$ cat src/rtl/ble_pkg.sv
// rtl/ble_pkg.sv - shared BLE CRC-24 constants, state type and LFSR step function
package ble_pkg;

  localparam int                   CRC_WIDTH     = 24;
  localparam logic [CRC_WIDTH-1:0] CRC_POLY_MASK = 24'h00065B;
  localparam logic [CRC_WIDTH-1:0] ADV_CRC_INIT  = 24'h555555;

  typedef enum logic {
    PAYLOAD = 1'b0,
    CRC_OUT = 1'b1
  } crc_state_t;

  // One Galois step of x^24+x^10+x^9+x^6+x^4+x^3+x+1 fed with data bit d
  function automatic logic [CRC_WIDTH-1:0] crc24_step(input logic [CRC_WIDTH-1:0] lfsr,
                                                      input logic                 d);
    logic fb;
    fb = lfsr[CRC_WIDTH-1] ^ d;
    return {lfsr[CRC_WIDTH-2:0], 1'b0} ^ ({CRC_WIDTH{fb}} & CRC_POLY_MASK);
  endfunction

endpackage

$ cat src/rtl/ble_crc24_lfsr.sv
// rtl/ble_crc24_lfsr.sv - 24-bit BLE CRC register with load, step and shift-out controls
module ble_crc24_lfsr
  import ble_pkg::*;
#(
  parameter logic [CRC_WIDTH-1:0] INIT = ADV_CRC_INIT
) (
  input  logic                 aclk,
  input  logic                 aresetn,
  input  logic                 load,
  input  logic [CRC_WIDTH-1:0] load_value,
  input  logic                 step,
  input  logic                 step_bit,
  input  logic                 shift,
  output logic [CRC_WIDTH-1:0] lfsr
);

  // load wins over step, step wins over shift
  always_ff @(posedge aclk or negedge aresetn) begin
    if (!aresetn) begin
      lfsr <= INIT;
    end else if (load) begin
      lfsr <= load_value;
    end else if (step) begin
      lfsr <= crc24_step(lfsr, step_bit);
    end else if (shift) begin
      lfsr <= {lfsr[CRC_WIDTH-2:0], 1'b0};
    end
  end

endmodule

$ cat src/rtl/crc24_append.sv
// rtl/crc24_append.sv - bit-serial BLE CRC-24 append stage; CRC_CHECK_EN adds RX check mode
module crc24_append
  import ble_pkg::*;
#(
  parameter logic [CRC_WIDTH-1:0] CRC_INIT_DEFAULT = ADV_CRC_INIT
) (
  input  logic                 aclk,
  input  logic                 aresetn,
  input  logic                 bypass,
  input  logic                 restart,
  input  logic [CRC_WIDTH-1:0] crc_init,
  input  logic                 input_tdata,
  input  logic                 input_tvalid,
  output logic                 input_tready,
  input  logic                 input_tlast,
  output logic                 output_tdata,
  output logic                 output_tvalid,
  input  logic                 output_tready,
`ifdef CRC_CHECK_EN
  input  logic                 check_mode,
  output logic                 crc_done,
  output logic                 crc_ok,
`endif
  output logic                 output_tlast
);

  crc_state_t           state_q, state_d;
  logic [4:0]           cnt_q, cnt_d;
  logic                 data_q, data_d;
  logic                 valid_q, valid_d;
  logic                 last_q, last_d;
  logic                 lfsr_load, lfsr_step, lfsr_shift;
  logic [CRC_WIDTH-1:0] lfsr;
  logic                 out_free;
  logic                 accept;
  logic                 rx_mode;

`ifdef CRC_CHECK_EN
  logic done_q, done_d;
  logic ok_q, ok_d;
  assign rx_mode  = check_mode;
  assign crc_done = done_q;
  assign crc_ok   = ok_q;
`else
  assign rx_mode = 1'b0;
`endif

  assign out_free     = ~valid_q | output_tready;
  assign input_tready = bypass ? output_tready : ((state_q == PAYLOAD) & out_free);
  assign accept       = ~bypass & input_tvalid & input_tready;

  assign output_tdata  = bypass ? input_tdata  : data_q;
  assign output_tvalid = bypass ? input_tvalid : valid_q;
  assign output_tlast  = bypass ? input_tlast  : last_q;

  ble_crc24_lfsr #(
    .INIT(CRC_INIT_DEFAULT)
  ) u_lfsr (
    .aclk      (aclk),
    .aresetn   (aresetn),
    .load      (lfsr_load),
    .load_value(crc_init),
    .step      (lfsr_step),
    .step_bit  (input_tdata),
    .shift     (lfsr_shift),
    .lfsr      (lfsr)
  );

  always_comb begin
    state_d    = state_q;
    cnt_d      = cnt_q;
    data_d     = data_q;
    valid_d    = valid_q;
    last_d     = last_q;
    lfsr_load  = 1'b0;
    lfsr_step  = 1'b0;
    lfsr_shift = 1'b0;
`ifdef CRC_CHECK_EN
    done_d     = 1'b0;
    ok_d       = ok_q;
`endif
    // bypass freezes everything, including the output register
    if (!bypass) begin
      if (output_tready) begin
        valid_d = 1'b0;
      end
      if (restart) begin
        lfsr_load = 1'b1;
        state_d   = PAYLOAD;
        cnt_d     = 5'd0;
        data_d    = 1'b0;
        valid_d   = 1'b0;
        last_d    = 1'b0;
`ifdef CRC_CHECK_EN
        ok_d      = 1'b0;
`endif
      end else begin
        case (state_q)
          PAYLOAD: begin
            if (accept) begin
              data_d    = input_tdata;
              valid_d   = 1'b1;
              last_d    = 1'b0;
              lfsr_step = 1'b1;
              if (input_tlast) begin
                if (rx_mode) begin
                  // received CRC already went through the LFSR; rearm for next frame
                  last_d    = 1'b1;
                  lfsr_load = 1'b1;
`ifdef CRC_CHECK_EN
                  done_d    = 1'b1;
                  ok_d      = (crc24_step(lfsr, input_tdata) == '0);
`endif
                end else begin
                  state_d = CRC_OUT;
                  cnt_d   = 5'd0;
                end
              end
            end
          end
          CRC_OUT: begin
            if (out_free) begin
              data_d     = lfsr[CRC_WIDTH-1];
              valid_d    = 1'b1;
              last_d     = (cnt_q == 5'd23);
              lfsr_shift = 1'b1;
              cnt_d      = cnt_q + 5'd1;
              if (cnt_q == 5'd23) begin
                lfsr_load = 1'b1;
                state_d   = PAYLOAD;
                cnt_d     = 5'd0;
              end
            end
          end
          default: state_d = PAYLOAD;
        endcase
      end
    end
  end

  always_ff @(posedge aclk or negedge aresetn) begin
    if (!aresetn) begin
      state_q <= PAYLOAD;
      cnt_q   <= 5'd0;
      data_q  <= 1'b0;
      valid_q <= 1'b0;
      last_q  <= 1'b0;
    end else begin
      state_q <= state_d;
      cnt_q   <= cnt_d;
      data_q  <= data_d;
      valid_q <= valid_d;
      last_q  <= last_d;
    end
  end

`ifdef CRC_CHECK_EN
  always_ff @(posedge aclk or negedge aresetn) begin
    if (!aresetn) begin
      done_q <= 1'b0;
      ok_q   <= 1'b0;
    end else begin
      done_q <= done_d;
      ok_q   <= ok_d;
    end
  end
`endif

endmodule

$ cat config.mk
export PLATFORM = sky130hd
export DESIGN_NAME = crc24_append
export DESIGN_NICKNAME = d
export VERILOG_FILES = /design/src/rtl/ble_pkg.sv /design/src/rtl/ble_crc24_lfsr.sv /design/src/rtl/crc24_append.sv
export SDC_FILE = /design/constraint.sdc
export NUM_CORES = 1
export LEC_CHECK = 0
export ABC_AREA = 1
export CORE_MARGIN = 4
export CORE_UTILIZATION = 53
export CTS_BUF_LIST = sky130_fd_sc_hd__clkbuf_8 sky130_fd_sc_hd__clkbuf_16
export CTS_CLUSTER_SIZE = 8
export DETAILED_ROUTE_END_ITERATION = 8
export HOLD_SLACK_MARGIN = 0.03
export PLACE_DENSITY_LB_ADDON = 0.05
export SYNTH_ARGS = -nofsm -noshare
export SYNTH_HDL_FRONTEND = slang
export SYNTH_SLANG_ARGS = --single-unit
$ cat constraint.sdc
create_clock -name aclk -period 1.75 [get_ports aclk]
set_input_delay 0.35 -clock aclk [delete_from_list [all_inputs] [get_ports aclk]]
set_output_delay 0.35 -clock aclk [all_outputs]
set_load 0.03 [all_outputs]
# After elaboration in Yosys (flattened, before gate mapping)
# Index checks and enable logic that the tools add are counted.
# Widths: inputs -> output; s select.
# word_totals
ff_bits	33
inputBits	32
out_inout_bits	4
elab_cells	68
# op_classes
addsub	1
n_eq_ne	4
mux	45
n_bitwise	9
n_reduce_logical	3
# op_table
op	n
$mux 24	3
$mux 1	31
$mux 5	5
$xor 24x11->24	1
$pmux 1 s2	5
$pmux 5 s2	1
$ne 3x3->1 const B	2
$add 5x1->5 const B	1
$eq 5x5->1 const B	1
$reduce_and 4->1	1
$and 1x1->1	3
$ne 3x2->1 const B	1
$not 1->1	3
$reduce_and 3->1	1
$reduce_bool 3->1	1
$or 1x1->1	1
$xor 1x1->1	1

# Longest topological paths before layout
# logic_depth
word_depth	11
depth_mapped	11
depth_no_buf	10

# By module
# A second synthesis with hierarchy kept.
# hier_totals
cells_unflattened	261
hier_area_um2	1914.3
# by_module_without_submodules
mod	n_inst	cells_per_inst	area_per_inst_um2	seq_area_each_um2
ble_crc24_lfsr	1	174	1288.7	615.6
crc24_append	1	87	625.6	225.2

# Worst setup path before layout
# Ideal clock, no wire load.
# synth_timing
path_kind	input-to-output
start	input bypass
end	output input_tready
arrival_time_ns	1.452
t_required_ns	1.400
slack_ns	-0.052
stages	4
n_path_buf	2
cell_sequence	inv_2 > buf_2 > buf_2 > o21ai_0
# synth_via
elab_chain_cells	1
# synth_lines
item	line_no	text
start: declaration	crc24_append.sv:9	input logic bypass,
$mux 1	crc24_append.sv:49	assign input_tready = bypass ? output_tready : ((state_q == PAYLOAD) & out_free);
end: declaration	crc24_append.sv:14	output logic input_tready,
# Every way passes these cells.

# Worst setup path in the final report
# layout_timing
start	input output_tready
end	output input_tready
# layout_via
elab_chain_cells	3
# layout_lines
item	line_no	text
start: declaration	crc24_append.sv:18	input logic output_tready,
$or 1x1->1	crc24_append.sv:48	assign out_free = ~valid_q | output_tready;
$and 1x1->1	crc24_append.sv:49	
$mux 1 *	crc24_append.sv:49	
# Mark *: on every way between the ends. The rest lies on a longest branch, timed or not.

==> metrics.md <==
| Metric | Value |
|---|---|
| Worst Tran Pin Value | 268.8 ps |
| CTS HTree Levels | 2 |
| CTS buffer count | 5 |
| CTS tree | built |
| Period utilisation layout | 93.36% |
| Area growth from synthesis to layout | 25.46% |
| Die footprint | 5240 um^2 |
| Final WL | 4816 um |
| Leak pwr | 1.427 nW |
| Crit path arrival time | 1280 ps |
| Mapped Cells | 308 |
| Synth cell types | 30 |
| Dpl hpwl | 3467 um |
| Warnings, synthesis | 0 |
| Pre-CTS setup slack | -124.9 ps |
| Worst-Skew Late Latency | 280 ps |
| RSZ-0062 raised after global routing | false |
| DRC | 0 |
| Status | finished, final reports clean |
| Port Buffers | 35 |
| Worst-path fanout max | 4 |
| First-pass GRT wire length | 8597 um |
| Die width | 72.39 um |
| Die Height | 72.39 um |
| Area of placed instances | 2634 um^2 |
| DR vias | 2,029 |
| Crit path time final | 1634 ps |
| Placer Congestion | 0.8053 |
| CTS hold repair buffers | 0 |
| Max VDD drop | 0.6086 mV |
| Share of cells above drive strength 1 | 16.29% |
| Vias per cell | 4.998 |
| First-pass iteration count of the detailed router | 4 |
| Core area | 4000 um^2 |
| Part of the power in registers | 44.3% |
| Post-synth net total | 341 |
| Initial core utilization | 54.93% |
| Vias in the first global route | 1,937 |
| Setup total negative slack | 0 ps |
| Switching part of the total | 32.67% |
| Leading cell type in the layout, fill and taps excluded | nand2_1 |
| Crit path cell chain | clkdlybuf4s50_1 -> inv_1 -> nand2_2 -> nand2_1 -> o21ai_1 -> buf_4 |
| Num ports | 36 |
| Slowest cell on crit path | clkdlybuf4s50_1 |
| Ant. Diodes | 0 |
| Final instance area | 2756 um^2 |
| M1 WL | 2164 um |
| P per Cell Area | 862.0 nW/um^2 |
| Number of max-cap violations | 0 |
| Iter 0 DRT Violations | 108 |
| Clock power share | 24.7% |
| Clock Pin Slew Worst Setup and Hold Paths | 70 ps |
| DR top layer | met4 |
| Setup ws final | 116.1 ps |
| Clk buf depth | 2 |
| Met2 Wirelength | 2400 um |
| Critical path endpoint category | output port |
| Avg WL per Cell | 11.86 um |
| Routed Antenna Nets | 0 |
| Total track usage | 20.47% |
| Clock Sinks | 33 |
| Crit path launch type | input pin |
| Synth top area cells | dfrtp_1 24%, nand2_1 15%, dfstp_2 14% |
| Top cell type's share of synthesized area | 23.92% |
| Fin. Hold Viols | 0 |
| Critical path type | input pin to output port |
| Worst EP required | 1400 ps |
| CTS Root Cell | clkbuf_8 |
| Total gr overflow | 0 |
| Slowest stage delay, CP | 450 ps |
| # rows | 23 |
| Fmax | 0.6120 GHz |
| Met3 wire length | 232 um |
| Post-Syn Area | 2197 um^2 |
| Gate power share | 31.0% |
| Final Skew | 6.369 ps |
| Sw Pwr | 776.2 uW |
| Syn_area_per_cell | 7.133 um^2 |
| Pin count of the biggest net entering global routing | 45 |
| Slew Limit Fails | 0 |
| Relative slew slack | 82.06% |
| Hold crit path type | input pin to async pin |
| Number of synthesized register bits | 33 |
| Post-synthesis sequential area ratio | 38.27% |
| Post-synth top area cell | dfrtp_1 |
| Nets | 388 |
| Final setup fails | 0 |
| Initial antenna violation count | 0 |
| Int Pwr | 1.600 mW |
| Commonest cells after routing, fill and taps aside | 84 x nand2_1, 64 x inv_1, 55 x nand3_1, 30 x clkdlybuf4s50_1, 21 x dfrtp_1 |
[power groups by stage]
stage                     clock, mW  sequential [mW]  combinational (mW)
after floorplan                   0             1.04               0.528
after CTS                     0.598             1.05               0.743
final                         0.587             1.05               0.737
after global placement            0             1.06               0.725
after global routing          0.631             1.08               0.852
after detailed placement          0             1.06               0.739
[path summary, 6_finish.rpt]
path,start,to,slack [ps],cells past startpoint
max,output_tready,input_tready,120,6
max reg2reg,cnt_q[0],u_lfsr.lfsr[5],170,9
max in group asynchronous,aresetn,u_lfsr.lfsr[4],1050,2
min reg2reg,u_lfsr.lfsr[4],u_lfsr.lfsr[4],470,2
min,aresetn,cnt_q[4],440,2
min in group aclk,u_lfsr.lfsr[4],u_lfsr.lfsr[4],470,2
[state kept, by name, indices dropped and copies added (netlist names)]
signal	cells
u_lfsr.lfsr	24
data_q	1
state_q	1
last_q	1
cnt_q	5
valid_q	1
[routing by layer]
layer	vias to the layer above	track usage, %
met5	-	0
met4	0	3.893
met3	2	3.878
met2	48	34.58
met1	924	27.61
li1	1055	-
[layout make-up]
cell class              instances  area (um^2)
inverters                      66        255.2
clock buffers                   6        82.58
multi-input cells             198         1012
flip-flops and latches         33        840.8
fillers                       351         1244
clock inverters                 2        7.507
well taps                      50        62.56
repair buffers                 51        495.5
[critical path: cells and delay by family]
| kind | cells | cell delay [ps] |
|---|---|---|
| compound gates | 1 | 70 |
| buf+inv | 3 | 690 |
| simple gates | 2 | 170 |
[logic make-up after synthesis]
| family | synth area share [%] |
|---|---|
| flops | 38.27 |
| fa+ha+maj | 0.5694 |
| compound gates | 8.884 |
| simple gates | 35.54 |
| xor+xnor | 0.3987 |
| buf+inv | 16.34 |
[through the flow]
stage,instances,power [mW],util (%),hold slack (ps)
4_1_cts,405,2.391,68.10,447.3
5_1_grt,406,2.560,68.91,450.2
6_report,406,2.376,68.91,444.1
3_3_place_gp,397,1.784,65.84,455.0
3_5_place_dp,397,1.799,65.84,455.4
2_1_floorplan,308,1.571,-,54.41
[synthesized netlist by cell type]
| library cell | n |
|---|---|
| o211ai_1 | 1 |
| xor2_1 | 1 |
| inv_1 | 62 |
| o211ai_2 | 1 |
| nand2_1 | 85 |
| inv_8 | 1 |
| o21ai_0 | 12 |
| buf_6 | 5 |
| nand3_1 | 55 |
| o21ai_1 | 19 |
| buf_4 | 1 |
| a21oi_1 | 1 |
| a21oi_2 | 1 |
| dfrtp_1 | 21 |
| nand3b_1 | 5 |
| nand2_4 | 2 |
| nand2_2 | 3 |
| dfstp_2 | 12 |
| nand4_1 | 1 |
| nor2_1 | 2 |
| buf_2 | 4 |
| nor2_2 | 1 |
| o22ai_1 | 1 |
| nand3_4 | 2 |
| nand3_2 | 1 |
| nor2_4 | 2 |
| inv_2 | 3 |
| buf_12 | 1 |
| ha_1 | 1 |
| nand2_8 | 1 |
[repair_timing]
item / CTS / global route
resized for setup: 0 / 6
endpoints found under the setup margin: 0 / 14
setup buffers: 0 / 1
No activity file was read; power rests on OpenSTA's default activity.
